`src/rtl/isa_pkg.sv`:
```
// ISA constants shared by the decode stage: opcode values, instruction field
// positions and default datapath sizes.
package isa_pkg;

    localparam int DATA_W  = 8;
    localparam int NREG    = 8;
    localparam int INSTR_W = 8;

    typedef enum logic [1:0] {
        OP_MOV = 2'b00,
        OP_ADD = 2'b01,
        OP_ILL = 2'b10,
        OP_J   = 2'b11
    } opcode_e;

    localparam int OP_HI = 7;
    localparam int OP_LO = 6;
    localparam int RD_HI = 5;
    localparam int RD_LO = 3;
    localparam int RS_HI = 2;
    localparam int RS_LO = 0;

endpackage

```
`src/rtl/register_file.sv`:
```
// Architectural register file: two combinational read ports with write-first
// bypass, one write port, synchronous reset loads R[i] = i.
module register_file
    import isa_pkg::*;
#(
    parameter int DATA_W = isa_pkg::DATA_W,
    parameter int NREG   = isa_pkg::NREG,
    localparam int AW    = $clog2(NREG)
) (
    input  logic              clk,
    input  logic              reset,
    input  logic              wb_en,
    input  logic [AW-1:0]     wb_addr,
    input  logic [DATA_W-1:0] wb_data,
    input  logic [AW-1:0]     ra_addr,
    input  logic [AW-1:0]     rb_addr,
    output logic [DATA_W-1:0] ra_data,
    output logic [DATA_W-1:0] rb_data
);

    logic [DATA_W-1:0] regs_q [NREG];

    genvar gi;
    generate
        for (gi = 0; gi < NREG; gi++) begin : g_reg
            always_ff @(posedge clk) begin
                if (reset) begin
                    regs_q[gi] <= DATA_W'(gi);
                end else if (wb_en && wb_addr == AW'(gi)) begin
                    regs_q[gi] <= wb_data;
                end
            end
        end
    endgenerate

    // A write landing this cycle is forwarded so decode never sees stale data.
    assign ra_data = (wb_en && wb_addr == ra_addr) ? wb_data : regs_q[ra_addr];
    assign rb_data = (wb_en && wb_addr == rb_addr) ? wb_data : regs_q[rb_addr];

endmodule

```
`src/rtl/instruction_decode.sv`:
```
// Decode stage: IF/ID register, field decode, register-file read and the
// ID/EX register feeding execute. Jumps leave decode as non-writing bubbles.
module instruction_decode
    import isa_pkg::*;
#(
    parameter int DATA_W  = isa_pkg::DATA_W,
    parameter int NREG    = isa_pkg::NREG,
    parameter int INSTR_W = isa_pkg::INSTR_W,
    localparam int AW     = $clog2(NREG)
) (
    input  logic               clk,
    input  logic               reset,
    input  logic [INSTR_W-1:0] Instruction_Code,
    input  logic               wb_en,
    input  logic [AW-1:0]      wb_addr,
    input  logic [DATA_W-1:0]  wb_data,
    output logic               id_valid,
    output logic               alu_add,
    output logic               reg_write,
    output logic               is_jump,
    output logic [AW-1:0]      rd_addr,
    output logic [DATA_W-1:0]  opa_data,
    output logic [DATA_W-1:0]  opb_data,
    output logic               illegal
);

    logic [INSTR_W-1:0] ifid_instr_q;
    logic               ifid_valid_q;

    opcode_e            opcode;
    logic [AW-1:0]      rd_field;
    logic [AW-1:0]      rs_field;
    logic [DATA_W-1:0]  ra_data;
    logic [DATA_W-1:0]  rb_data;

    logic               alu_add_d;
    logic               reg_write_d;
    logic               is_jump_d;
    logic               illegal_d;

    always_ff @(posedge clk) begin
        if (reset) begin
            ifid_instr_q <= '0;
            ifid_valid_q <= 1'b0;
        end else begin
            ifid_instr_q <= Instruction_Code;
            ifid_valid_q <= 1'b1;
        end
    end

    assign opcode   = opcode_e'(ifid_instr_q[OP_HI:OP_LO]);
    assign rd_field = ifid_instr_q[RD_HI:RD_LO];
    assign rs_field = ifid_instr_q[RS_HI:RS_LO];

    register_file #(
        .DATA_W (DATA_W),
        .NREG   (NREG)
    ) u_regfile (
        .clk     (clk),
        .reset   (reset),
        .wb_en   (wb_en),
        .wb_addr (wb_addr),
        .wb_data (wb_data),
        .ra_addr (rd_field),
        .rb_addr (rs_field),
        .ra_data (ra_data),
        .rb_data (rb_data)
    );

    always_comb begin
        alu_add_d   = 1'b0;
        reg_write_d = 1'b0;
        is_jump_d   = 1'b0;
        illegal_d   = 1'b0;
        if (ifid_valid_q) begin
            unique case (opcode)
                OP_MOV: reg_write_d = 1'b1;
                OP_ADD: begin
                    alu_add_d   = 1'b1;
                    reg_write_d = 1'b1;
                end
                OP_J:   is_jump_d = 1'b1;
                OP_ILL: illegal_d = 1'b1;
            endcase
        end
    end

    // Field and operand values pass through for every valid entry; consumers
    // qualify them with reg_write.
    always_ff @(posedge clk) begin
        if (reset) begin
            id_valid  <= 1'b0;
            alu_add   <= 1'b0;
            reg_write <= 1'b0;
            is_jump   <= 1'b0;
            illegal   <= 1'b0;
            rd_addr   <= '0;
            opa_data  <= '0;
            opb_data  <= '0;
        end else begin
            id_valid  <= ifid_valid_q;
            alu_add   <= alu_add_d;
            reg_write <= reg_write_d;
            is_jump   <= is_jump_d;
            illegal   <= illegal_d;
            rd_addr   <= ifid_valid_q ? rd_field : '0;
            opa_data  <= ifid_valid_q ? ra_data  : '0;
            opb_data  <= ifid_valid_q ? rb_data  : '0;
        end
    end

endmodule
```
`config.mk`:
```
export PLATFORM = sky130hd
export DESIGN_NAME = instruction_decode
export DESIGN_NICKNAME = d
export VERILOG_FILES = /design/src/rtl/isa_pkg.sv /design/src/rtl/register_file.sv /design/src/rtl/instruction_decode.sv
export SDC_FILE = /design/constraint.sdc
export NUM_CORES = 1
export LEC_CHECK = 0
export ABC_AREA = 1
export CAP_MARGIN = 25
export CORE_UTILIZATION = 29
export CTS_BUF_LIST = sky130_fd_sc_hd__clkbuf_4 sky130_fd_sc_hd__clkbuf_8
export CTS_CLUSTER_SIZE = 14
export DETAILED_ROUTE_END_ITERATION = 7
export DONT_BUFFER_PORTS = 1
export PLACE_DENSITY = 0.52
export SLEW_MARGIN = 10
export SYNTH_ARGS = -nofsm -noshare
export SYNTH_HDL_FRONTEND = slang
export SYNTH_SLANG_ARGS = --single-unit
```
`constraint.sdc`:
```
create_clock -name clk -period 1.4 [get_ports clk]
set_clock_uncertainty 0.15 [all_clocks]
set_input_delay 0.14 -clock clk [delete_from_list [all_inputs] [get_ports clk]]
set_output_delay 0.14 -clock clk [all_outputs]
set_load 0.01 [all_outputs]
```
== After elaboration in Yosys (flattened, before gate mapping) ==
Memory sizes are Yosys's and may differ from the RTL's. A register that Yosys moved wholly into a read port is not among the register bits.
Index checks and enable logic that the tools add are counted.
W data, S select, Z words.

* Bits in registers: 33
* RAM bits: 64
* Input bits: 22
* Output and inout bits: 24
* Word-level logic and storage cells: 89
* Memories kept: 1

{| class="wikitable"
|+ Memories
! name !! depth !! bits a word !! rd ports !! clocked after memory_dff !! write ports !! line !! source
|-
| u_regfile.regs_q || 8 || 8 || 2 || 2 || 8 || register_file.sv:21 || <nowiki>logic [DATA_W-1:0] regs_q [NREG];</nowiki>
|}

* Equality and inequality tests: 12
* Multiplexer cells: 43
* Bitwise gates (word level): 9
* Reductions and logical operators: 14

{| class="wikitable"
|+ Operators with widths
! kind !! number
|-
| $mux W8 || 10
|-
| $mux W1 || 31
|-
| $eq A3 B3 Y1 const B || 4
|-
| $logic_and A1 B1 Y1 || 10
|-
| $or A1 B1 Y1 || 8
|-
| $eq A3 B2 Y1 const B || 2
|-
| $eq A3 B3 Y1 || 2
|-
| $mux W3 || 2
|-
| $eq A2 B2 Y1 const B || 2
|-
| $reduce_or A2 Y1 || 2
|-
| $eq A3 B1 Y1 const B || 1
|-
| $logic_not A3 Y1 || 1
|-
| $eq A2 B1 Y1 const B || 1
|-
| $logic_not A2 Y1 || 1
|-
| $not A1 Y1 || 1
|}

== Depth between registers and ports, before layout ==
Gate-level depths: netlist (run 1).

* Depth after elaboration: 6
* Gate-level depth with buffers: 9
* Mapped depth without buffers: 8

== Hierarchy ==
Synthesis (run 1) repeated with hierarchy kept, for this count alone.

* Cells, all modules: 668
* Area, all modules: 5118.7 um2

{| class="wikitable"
|+ By module, submodules not included
! module !! instances !! cells each !! area each (um2) !! sequential area each (um2)
|-
| register_file || 1 || 566 || 4098.9 || 1921.8
|-
| instruction_decode || 1 || 102 || 1019.7 || 660.6
|}

== Worst setup path after synthesis (run 1) ==
No wires, ideal clock.

* Path kind: in2reg
* Start point: in wb_addr[1]
* End point: mem u_regfile.regs_q[6][0], enable pin
* Library setup time: 384 ps
* Arrival: 991 ps
* Required time: 866 ps
* Setup slack: -125 ps
* Stages: 4
* Path buffers: 0
* Cell sequence: inv_1 -> nor2_1 -> inv_1 -> o21ai_0

{| class="wikitable"
|+ RTL lines
! item !! line !! source
|-
| from (decl) || instruction_decode.sv:15 || <nowiki>input logic [AW-1:0] wb_addr,</nowiki>
|-
| to (decl) || register_file.sv:21 ||
|}

== Worst setup path after layout (run 1) ==
* Start point: reg ifid_instr_q[0]
* End point: reg opb_data[6]

* Cells in the longest elaborated chain, start to end: 3

{| class="wikitable"
|+ Ends and longest elaborated chain
! item !! line !! source
|-
| from (decl) || instruction_decode.sv:27 || <nowiki>logic [INSTR_W-1:0] ifid_instr_q;</nowiki>
|-
| from (signal assigned) || instruction_decode.sv:46 || <nowiki>ifid_instr_q <= Instruction_Code;</nowiki>
|-
| $eq A3 B3 Y1 || register_file.sv:38 || <nowiki>assign rb_data = (wb_en && wb_addr == rb_addr) ? wb_data : regs_q[rb_addr];</nowiki>
|-
| $logic_and A1 B1 Y1 || register_file.sv:38 ||
|-
| $mux W8 || register_file.sv:38 ||
|-
| to (signal assigned) || instruction_decode.sv:108 || <nowiki>opb_data <= ifid_valid_q ? rb_data : '0;</nowiki>
|-
| to (decl) || instruction_decode.sv:23 || <nowiki>output logic [DATA_W-1:0] opb_data,</nowiki>
|}

Every way passes these cells.
A chain may end at the register's enable or synchronous reset.

==> metrics.md, run 1 <==
| Metric | Value |
|---|---|
| Status | `finished with violations` |
| Failing checks | `hold timing, setup timing` |
| Core Area | `16120 µm²` |
| Site Rows | `46` |
| Setup tns final | `-0.1036 ns` |
| Final Worst Setup Slack | `-0.02978 ns` |
| Finished Core Util | `39.26%` |
| Antenna Cells | `0` |
| Ys Warns | `0` |
| Filler cells | `1646` |
| Post-place setup slack | `-0.1571 ns` |
| Die height | `131.2 µm` |
| Syn_area_per_cell | `7.884 µm²` |
| Final Max Tran Viols | `0` |
| Fmax | `699.4 MHz` |
| Crit end category | `flop` |
| Top cells by area, synth | `edfxtp_1, nand2_1, dfxtp_1` |
| Antenna Nets Post-Route | `0` |
| Yosys top cell area share | `39.70%` |
| Mapped Nets | `636` |
| Tcrit/Tclk final | `102.1%` |
| Flops & latches, synth | `97` |
| Critical path origin | `ifid_instr_q[0]` |
| Hold_buf cts | `21` |
| Max_cap viols | `0` |
| Antenna violations before repair | `0` |
| Relative slew margins | `62.19%` |
| Most common cell after layout, fill and taps aside | `nand2_1` |
| Share of layout cells above drive strength 1 | `30.37%` |
| Most frequent cells in the layout | `nand2_1, nor2_1, edfxtp_1` |
| Htree depth | `3` |
| Residual DRC | `0` |
| Post-Synthesis Cell Area | `4841 µm²` |
| CTS buffer count | `9` |
| Vias per cell | `4.912` |
| Multi-input gate area | `2285 µm²` |
| Gr usage total | `19.34%` |
| IO buf count | `0` |
| Reg2Reg Launch Point | `ifid_instr_q[0]` |
| Min-Delay Path Class | `in -> reg` |
| Power Total | `6.349 mW` |
| Final #Nets | `692` |
| Grt ovf | `0` |
| CTS tree | `built` |
| CP arrival | `1.58 ns` |
| Pwr/cell area | `1003 nW/µm²` |
| Setup violators final | `6` |
| Pleak | `2.657 nW` |
| Final hold viol count | `4` |
| Largest fanout on the critical path | `6` |
| DRT iter0 DRCs | `321` |
| Width of the chip | `131.2 µm` |
| CTS max path bufs | `2` |
| Cell count after synthesis | `614` |
| CP required | `1.55 ns` |
| CTS clk-pin slew, worst paths | `0.10 ns` |
| Hold Worst Slack | `-0.03440 ns` |
| Vias in the first global route | `4231` |
| Ports | `46` |
| CTS Sinks | `97` |
| Library cells used by synthesis | `21` |
| Final Wtd Congestion | `0.9128` |
| Actual slew at the worst max-slew pin | `0.5672 ns` |
| Avg WL per Cell | `18.48 µm` |
| Die ar. | `17210 µm²` |
| Sequential cell area | `2597 µm²` |
| Synth area leader | `edfxtp_1` |
| Via count | `4377` |
| Fin crit period | `1.430 ns` |
| Initial Util | `30.04%` |
| HPWL after DPL | `11580 µm` |
| Final WL | `16470 µm` |
| CTS root buf | `clkbuf_8` |
| Sequential-to-total area share from yosys stat | `53.35%` |
| First-pass GRT wire length | `24870 µm` |
| CP Launch Type | `flop` |
| Worst-skew pair later-pin latency | `0.39 ns` |
| Min-delay src | `wb_addr[0]` |
| Worst vdd ir | `0.4133 mV` |
| Pin count of the biggest net entering global routing | `18` |
| Area grow syn2layout | `30.71%` |
| RSZ-0062 raised after global routing | `yes` |
| Drt pass-1 iters | `6` |
| CP Class | `reg -> reg` |
layout make-up:
class,count,share of cell area (%)
clock buffers,11,2.195
clock inverters,5,0.7514
inverters,40,2.531
multi-input cells,451,36.11
flip-flops and latches,97,41.05
well taps,216,4.271
repair buffers,71,13.09
state kept, by name, summed over array words and instances (netlist names):
name / cells
alu_add: 1
id_valid: 1
ifid_instr_q: 8
ifid_valid_q: 1
illegal: 1
is_jump: 1
opa_data: 8
opb_data: 8
rd_addr: 3
reg_write: 1
u_regfile.regs_q: 64
worst max-delay path, cell delays in order (launching register included):
cell and delay [ns]:
dfxtp_4 0.38, buf_12 0.15, buf_8 0.13, nand2_2 0.06
nand2_2 0.04, a21oi_2 0.18, nor2_2 0.07, nor2_2 0.11
nor2_2 0.05
cells in the mapped netlist (all sizes together):
cell and count:
o21ai 3, a21oi 16, inv 32, nand3 82, nor3 6, edfxtp 64
nor2 126, clkinv 8, dfxtp 33, nand2 218, buf 26
stage by stage:
step / cells / hold WS (ns) / area, µm²
detailed placement: 844 / 0.06826 / 5386
finish: 891 / -0.03440 / 6327
global placement: 844 / 0.06600 / 5386
global route: 891 / -0.03344 / 6327
floorplan: 614 / 0.09697 / 4841
CTS: 883 / 0.005523 / 5896
final timing paths:
path	endpoint	slack, ns	cells after the start
worst max-delay path	opb_data[6]	-0.03	8
worst min-delay path	u_regfile.regs_q[6][1]	-0.03	4
worst max register to register	opb_data[6]	-0.03	8
worst min register to register	illegal	0.27	1
kinds of logic after synthesis:
group / after synthesis / share of synthesized area [%]
buffers and inverters: 66 / 6.617
AOI/OAI and AO/OA: 19 / 1.964
DFF: 97 / 53.35
and+or+nand+nor: 432 / 38.07
repair_timing:
item | CTS | global route
resized for setup | 25 | 107
endpoints found under the hold margin | 48 | 3
setup endpoints to repair | 15 | 79
pin swaps | 2 | 41
buffers inserted | 2 | 9
layer usage:
metal | vias up | GRT usage (%) | part of all wire (%)
met1 | 2067 | 26.11 | 44
li1 | 2074 | - | -
met2 | 193 | 29.20 | 44
met3 | 43 | 5.285 | 8.4
met4 | 0 | 7.516 | 3.2
met5 | - | 0 | 0
power breakdown:
part / internal (mW) / switching [mW] / total [mW]
registers: 3.23 / 0.156 / 3.38
logic: 0.462 / 0.707 / 1.17
clock network: 0.721 / 1.08 / 1.80
Note: power is estimated with default switching activity, not from simulation.
==> inputs of run 2 (changes only) <==
--- a/config.mk
+++ b/config.mk
@@ -13,7 +13,7 @@
 export DETAILED_ROUTE_END_ITERATION = 7
 export DONT_BUFFER_PORTS = 1
 export PLACE_DENSITY = 0.52
-export SLEW_MARGIN = 10
+export SLEW_MARGIN = 20
 export SYNTH_ARGS = -nofsm -noshare
 export SYNTH_HDL_FRONTEND = slang
 export SYNTH_SLANG_ARGS = --single-unit
==> results of run 2 <==
Same layout as run 1: the final DEF is identical, and so are final timing and power.
